[config.mk]
export PLATFORM = sky130hd
export DESIGN_NAME = alu_ctrl_pipe
export DESIGN_NICKNAME = d
export VERILOG_FILES = /design/src/rtl/alu_pkg.sv /design/src/rtl/alu_func_decode.sv /design/src/rtl/alu_ctrl_pipe.sv
export SDC_FILE = /design/constraint.sdc
export NUM_CORES = 1
export LEC_CHECK = 0
export CAP_MARGIN = 20
export CORE_MARGIN = 3
export CORE_UTILIZATION = 49
export CTS_BUF_LIST = sky130_fd_sc_hd__clkbuf_4 sky130_fd_sc_hd__clkbuf_8
export DETAILED_ROUTE_END_ITERATION = 10
export GPL_TIMING_DRIVEN = 1
export PLACE_DENSITY = 0.82
export SLEW_MARGIN = 20
export SYNTH_ARGS = -nofsm -noshare
export SYNTH_HDL_FRONTEND = slang
export SYNTH_SLANG_ARGS = --single-unit
[constraint.sdc]
create_clock -name clk -period 1.83 [get_ports clk]
set_clock_uncertainty 0.05 [all_clocks]
set_input_delay 0.366 -clock clk [delete_from_list [all_inputs] [get_ports clk]]
set_output_delay 0.366 -clock clk [all_outputs]
set_load 0.01 [all_outputs]
[src/rtl/alu_pkg.sv]
// Shared encodings for the ID->EX ALU control pipe: ALU codes, ALUOp classes, opcodes, funct7 groups.
package alu_pkg;

  localparam logic [3:0] ALU_ADD  = 4'b0000;
  localparam logic [3:0] ALU_SUB  = 4'b0001;
  localparam logic [3:0] ALU_AND  = 4'b0010;
  localparam logic [3:0] ALU_OR   = 4'b0011;
  localparam logic [3:0] ALU_XOR  = 4'b0100;
  localparam logic [3:0] ALU_SLT  = 4'b0101;
  localparam logic [3:0] ALU_SLTU = 4'b0110;
  localparam logic [3:0] ALU_SLL  = 4'b0111;
  localparam logic [3:0] ALU_SRL  = 4'b1000;
  localparam logic [3:0] ALU_SRA  = 4'b1001;

  localparam logic [1:0] ALUOP_MEM    = 2'b00;
  localparam logic [1:0] ALUOP_BRANCH = 2'b01;
  localparam logic [1:0] ALUOP_ARITH  = 2'b10;
  localparam logic [1:0] ALUOP_RSVD   = 2'b11;

  localparam logic [6:0] OPC_RTYPE = 7'b0110011;
  localparam logic [6:0] OPC_ITYPE = 7'b0010011;

  localparam logic [6:0] F7_BASE   = 7'b0000000;
  localparam logic [6:0] F7_ALT    = 7'b0100000;
  localparam logic [6:0] F7_MULDIV = 7'b0000001;

  typedef enum logic [0:0] {
    ST_IDLE    = 1'b0,
    ST_MD_BUSY = 1'b1
  } state_t;

  // funct3 map shared by R-type (funct7=0000000) and I-type arithmetic
  function automatic logic [3:0] base_op(input logic [2:0] f3);
    case (f3)
      3'b000:  base_op = ALU_ADD;
      3'b001:  base_op = ALU_SLL;
      3'b010:  base_op = ALU_SLT;
      3'b011:  base_op = ALU_SLTU;
      3'b100:  base_op = ALU_XOR;
      3'b101:  base_op = ALU_SRL;
      3'b110:  base_op = ALU_OR;
      default: base_op = ALU_AND;
    endcase
  endfunction

endpackage

[src/rtl/alu_func_decode.sv]
// Combinational decode of (ALUOp, op, funct3, funct7) into ALU control, mul/div flag and legality.
module alu_func_decode
  import alu_pkg::*;
#(
  parameter int SUPPORT_M = 1
) (
  input  logic [1:0] alu_op,
  input  logic [6:0] op,
  input  logic [2:0] funct3,
  input  logic [6:0] funct7,
  output logic [3:0] alu_ctrl,
  output logic       is_md,
  output logic [2:0] md_op,
  output logic       illegal
);

  always_comb begin
    alu_ctrl = ALU_ADD;
    is_md    = 1'b0;
    md_op    = 3'b000;
    illegal  = 1'b0;
    case (alu_op)
      ALUOP_MEM: alu_ctrl = ALU_ADD;
      ALUOP_BRANCH: begin
        case (funct3)
          3'b100, 3'b101: alu_ctrl = ALU_SLT;
          3'b110, 3'b111: alu_ctrl = ALU_SLTU;
          default:        alu_ctrl = ALU_SUB;
        endcase
      end
      ALUOP_ARITH: begin
        if (op == OPC_RTYPE) begin
          if (funct7 == F7_BASE) begin
            alu_ctrl = base_op(funct3);
          end else if (funct7 == F7_ALT) begin
            if (funct3 == 3'b000)      alu_ctrl = ALU_SUB;
            else if (funct3 == 3'b101) alu_ctrl = ALU_SRA;
            else                       illegal  = 1'b1;
          end else if (funct7 == F7_MULDIV) begin
            if (SUPPORT_M != 0) begin
              is_md = 1'b1;
              md_op = funct3;
            end else begin
              illegal = 1'b1;
            end
          end else begin
            illegal = 1'b1;
          end
        end else if (op == OPC_ITYPE) begin
          // funct7 only carries meaning for the shift-immediate forms
          alu_ctrl = base_op(funct3);
          if (funct3 == 3'b001 && funct7 != F7_BASE) illegal = 1'b1;
          if (funct3 == 3'b101) begin
            if (funct7 == F7_ALT)       alu_ctrl = ALU_SRA;
            else if (funct7 != F7_BASE) illegal  = 1'b1;
          end
        end else begin
          illegal = 1'b1;
        end
      end
      default: illegal = 1'b1;
    endcase
    if (illegal) begin
      alu_ctrl = ALU_ADD;
      is_md    = 1'b0;
      md_op    = 3'b000;
    end
  end

endmodule

[src/rtl/alu_ctrl_pipe.sv]
// Registered ALU control decode with valid/ready handshake and mul/div occupancy modelling.
// M ops hold the stage for LAT cycles; flush kills held and in-flight work.
module alu_ctrl_pipe
  import alu_pkg::*;
#(
  parameter int MUL_LAT   = 3,
  parameter int DIV_LAT   = 32,
  parameter int SUPPORT_M = 1
) (
  input  logic       clk,
  input  logic       rst_n,
  input  logic       in_valid,
  output logic       in_ready,
  input  logic [1:0] ALUOp,
  input  logic [6:0] op,
  input  logic [2:0] funct3,
  input  logic [6:0] funct7,
  input  logic       flush,
  output logic       out_valid,
  input  logic       out_ready,
  output logic [3:0] alu_ctrl,
  output logic       is_md,
  output logic [2:0] md_op,
  output logic       illegal,
  output logic       busy
);

  localparam int MAX_LAT = (MUL_LAT > DIV_LAT) ? MUL_LAT : DIV_LAT;
  localparam int CW      = $clog2(MAX_LAT + 1);
  localparam logic [CW-1:0] MUL_LOAD = CW'(MUL_LAT - 1);
  localparam logic [CW-1:0] DIV_LOAD = CW'(DIV_LAT - 1);

  state_t        state, state_nxt;
  logic [CW-1:0] count;
  logic [3:0]    dec_ctrl;
  logic          dec_md, dec_ill, accept, md_long;
  logic [2:0]    dec_mop;

  alu_func_decode #(.SUPPORT_M(SUPPORT_M)) u_dec (
    .alu_op   (ALUOp),
    .op       (op),
    .funct3   (funct3),
    .funct7   (funct7),
    .alu_ctrl (dec_ctrl),
    .is_md    (dec_md),
    .md_op    (dec_mop),
    .illegal  (dec_ill)
  );

  assign accept  = in_valid && in_ready;
  // a one-cycle M op completes like any other op and never occupies the stage
  assign md_long = dec_md && (funct3[2] ? (DIV_LAT > 1) : (MUL_LAT > 1));

  always_ff @(posedge clk or negedge rst_n) begin
    if (!rst_n) state <= ST_IDLE;
    else        state <= state_nxt;
  end

  always_comb begin
    state_nxt = state;
    if (flush) begin
      state_nxt = ST_IDLE;
    end else begin
      case (state)
        ST_IDLE:    if (accept && md_long) state_nxt = ST_MD_BUSY;
        ST_MD_BUSY: if (count <= CW'(1))   state_nxt = ST_IDLE;
        default:    state_nxt = ST_IDLE;
      endcase
    end
  end

  always_comb begin
    busy     = (state == ST_MD_BUSY);
    in_ready = (state == ST_IDLE) && (!out_valid || out_ready) && !flush;
  end

  // count holds remaining busy cycles; completion fires on the last one
  always_ff @(posedge clk or negedge rst_n) begin
    if (!rst_n) begin
      out_valid <= 1'b0;
      count     <= '0;
      alu_ctrl  <= ALU_ADD;
      is_md     <= 1'b0;
      md_op     <= 3'b000;
      illegal   <= 1'b0;
    end else if (flush) begin
      out_valid <= 1'b0;
      count     <= '0;
    end else if (state == ST_MD_BUSY) begin
      if (count <= CW'(1)) begin
        out_valid <= 1'b1;
        count     <= '0;
      end else begin
        count <= count - CW'(1);
      end
    end else if (accept) begin
      alu_ctrl  <= dec_ctrl;
      is_md     <= dec_md;
      md_op     <= dec_mop;
      illegal   <= dec_ill;
      out_valid <= !md_long;
      count     <= md_long ? (funct3[2] ? DIV_LOAD : MUL_LOAD) : '0;
    end else if (out_ready) begin
      out_valid <= 1'b0;
    end
  end

endmodule

==> summary.txt <==
Outcome
  • Status: finished, violations left
  • Failing checks: DRC, setup timing

Global route
  • Gr usage total: 22.9%
  • Number of global-route vias before repair: 1366
  • Pin count of the biggest net entering global routing: 18
  • Total grt overflow: 0
  • First-pass GRT wire length: 6.04 mm
  • Initial antenna violation count: 0

Routing
  • Vias: 1464
  • Initial DRC count: 92
  • # DRC: 1
  • Vias per cell: 6.10
  • Total wire length: 4.40 mm
  • DRT antenna net count: 0
  • Wirelength per Cell: 18.3 um
  • Drt first pass iters: 8

Logic synthesis
  • Syn Nets: 172
  • Share of Yosys cell area claimed by the top area cell type: 33.5%
  • YS warnings: 0
  • Most frequent cells after synthesis: nand2_1, dfrtp_1, nor2_1
  • Largest cells by area after synthesis: dfrtp_1, nand2_1, ha_1, nor2_1, nand3_1
  • Top-count cell post-synth: nand2_1
  • Fraction of registers with async set/reset: 100%
  • Post-synth EDFFs: 0
  • Synthesized area per cell: 8.87 um2
  • Post-Syn Instances: 143
  • Seq cells post-synth: 17
  • Largest area contributor in the netlist: dfrtp_1
  • Unique masters post-synth: 47
  • Sequential share of the synthesized area: 33.5%
  • Mapped cell area: 0.00127 mm2
  • Most used DFF post-synth: dfrtp_1

STA
  • Final Max Slew Viols: 0
  • Highest Clock Rate: 521 MHz
  • Minimum hold slack: 0.348 ns
  • Setup-failing EPs final: 5
  • Fin crit period: 1.92 ns
  • Slew HR: 78.6%
  • Final WS setup: -0.0901 ns
  • Final worst path period share: 105%
  • Fin. Hold Viols: 0
  • Worst-Margin Slew: 0.320 ns

Finish
  • Reg area: 427 um2
  • Layout cells sized above 1: 27.8%
  • Fin cells: 240
  • Multi-input logic area: 818 um2
  • Fin nets: 242
  • Antenna Cells: 0
  • Final Util: 85.0%
  • # fillers: 128
  • Layout area overhead: 56.7%

CTS
  • # clock sinks: 17
  • Cts hold-fix bufs: 0
  • CTS buffer count: 3
  • CTS tree: yes
  • CTS H-tree depth: 1
  • Clock slew at reported path FFs: 0.10 ns
  • CTS max path bufs: 2
  • Worst-Skew Late Latency: 0.29 ns
  • CTS root buffer: clkbuf_4

Placed design
  • Final Wtd Congestion: 0.937
  • Port bufs: 35
  • Place WS: -0.536 ns
  • DP Cell Count: 232
  • Dpl hpwl: 2.81 mm

Pwr
  • Pwr per Cell Area: 421 mW/mm2
  • Power, Total: 837 uW
  • Pleak: 0.000951 uW
  • Max VDD drop: 0.515 mV

Setup path
  • Worst setup EP type: flip-flop
  • WP buf/inv: 2
  • CP top delay family: simple AND/OR/NAND/NOR gates
  • Slowest CP cell: or3_4
  • CP Class: primary input to flip-flop
  • CP Cell Sequence: clkdlybuf4s15_1 > or3_4 > nor4b_4 > and4b_2 > buf_12 > nor2_1 > a21oi_1
  • CP max stage delay: 0.44 ns
  • Worst EP required: 1.99 ns
  • Worst EP arrival: 2.08 ns
  • Critical Path Fanout Max: 4
  • Crit start category: primary input

Floorplan
  • Die height: 56.9 um
  • Core Footprint: 0.00234 mm2
  • Initial Utilization: 54.2%
  • Row cnt: 17
  • DIE WIDTH: 56.9 um
  • IO Pins: 36
  • Die ar.: 0.00324 mm2

Hold path
  • Worst min path class: primary input to asynchronous set/reset pin

Run
  • Max Cap Violations: 0
==> flip-flops by register name, indices dropped and copies added (netlist names) <==
signal and flops:
out_valid 1, md_op 3, alu_ctrl 4, is_md 1, busy 1, count 6
illegal 1
==> worst paths after layout <==
check                      startpoint     endpoint  slack (ns)  cells after the start
min in group clk             md_op[0]     md_op[0]        0.43                      2
setup reg to reg             count[0]    out_valid        0.01                      7
hold reg to reg              md_op[0]     md_op[0]        0.43                      2
setup / recovery            funct7[6]         busy       -0.09                      7
max in group asynchronous       rst_n     count[0]        1.18                      2
hold / removal                  rst_n  alu_ctrl[0]        0.35                      2
==> cell usage in the layout, fill, tap and decap left out, drive strengths merged, types with 6 or more instances in the layout <==
cell	count
nor2	12
nand3	8
nor3	7
buf	35
clkdlybuf4s50	22
nand2	20
dfrtp	17
dlymetal6s2s	6
o21ai	13
inv	9
==> routing by layer <==
layer,GRT usage [%],vias to the layer above,routed length (um)
met5,0,-,0
met4,4.30,0,169
met3,5.29,28,402
met2,38.7,106,2100
met1,29.8,680,1730
li1,-,650,-
==> repair_timing <==
action                     in CTS  in global routing
setup endpoints to repair      17                 11
pin swaps                       4                 13
buffers inserted                2                  2
gates resized for setup        13                 16
==> kinds of logic (layout without fill, tap and decap cells) <==
group                    after synthesis  count (layout)  synth area share [%]
AO/OA/AOI/OAI                         37              37                  21.6
XOR/XNOR                               3               3                  2.07
adder cells (fa/ha/maj)                5               5                  4.93
buffers and inverters                 14              83                  6.71
flip-flops                            17              17                  33.5
multiplexers                           1               1                 0.789
AND/OR/NAND/NOR                       66              66                  30.4
==> final cells by class <==
type                            count  area share [%]
Multi-Input combinational cell    112            41.2
Timing Repair Buffer               70            32.2
Sequential cell                    17            21.5
Inverter                            9            1.95
Tap cell                           28            1.76
Clock buffer                        4            1.51
==> worst reg2reg max path, cell delays in order, from the launching register on <==
cell and delay (ns):
dfrtp_2 0.47, inv_1 0.13, ha_2 0.21, nor2_1 0.07, o311ai_4 0.35, buf_4 0.19
a21boi_1 0.17, o21a_1 0.13
==> power breakdown <==
part / internal [uW] / switching, uW
clock: 99.5 / 114
combinational: 125 / 110
sequential: 383 / 5.04
==> stage by stage <==
stage                     setup TNS, ns  cell area, um2
after floorplan                       0            1290
after global placement            -6.68            1860
after detailed placement          -7.46            1860
after CTS                      -0.00687            1910
after global routing             -0.778            1990
final                            -0.262            1990
(Power assumes the default switching activity.)
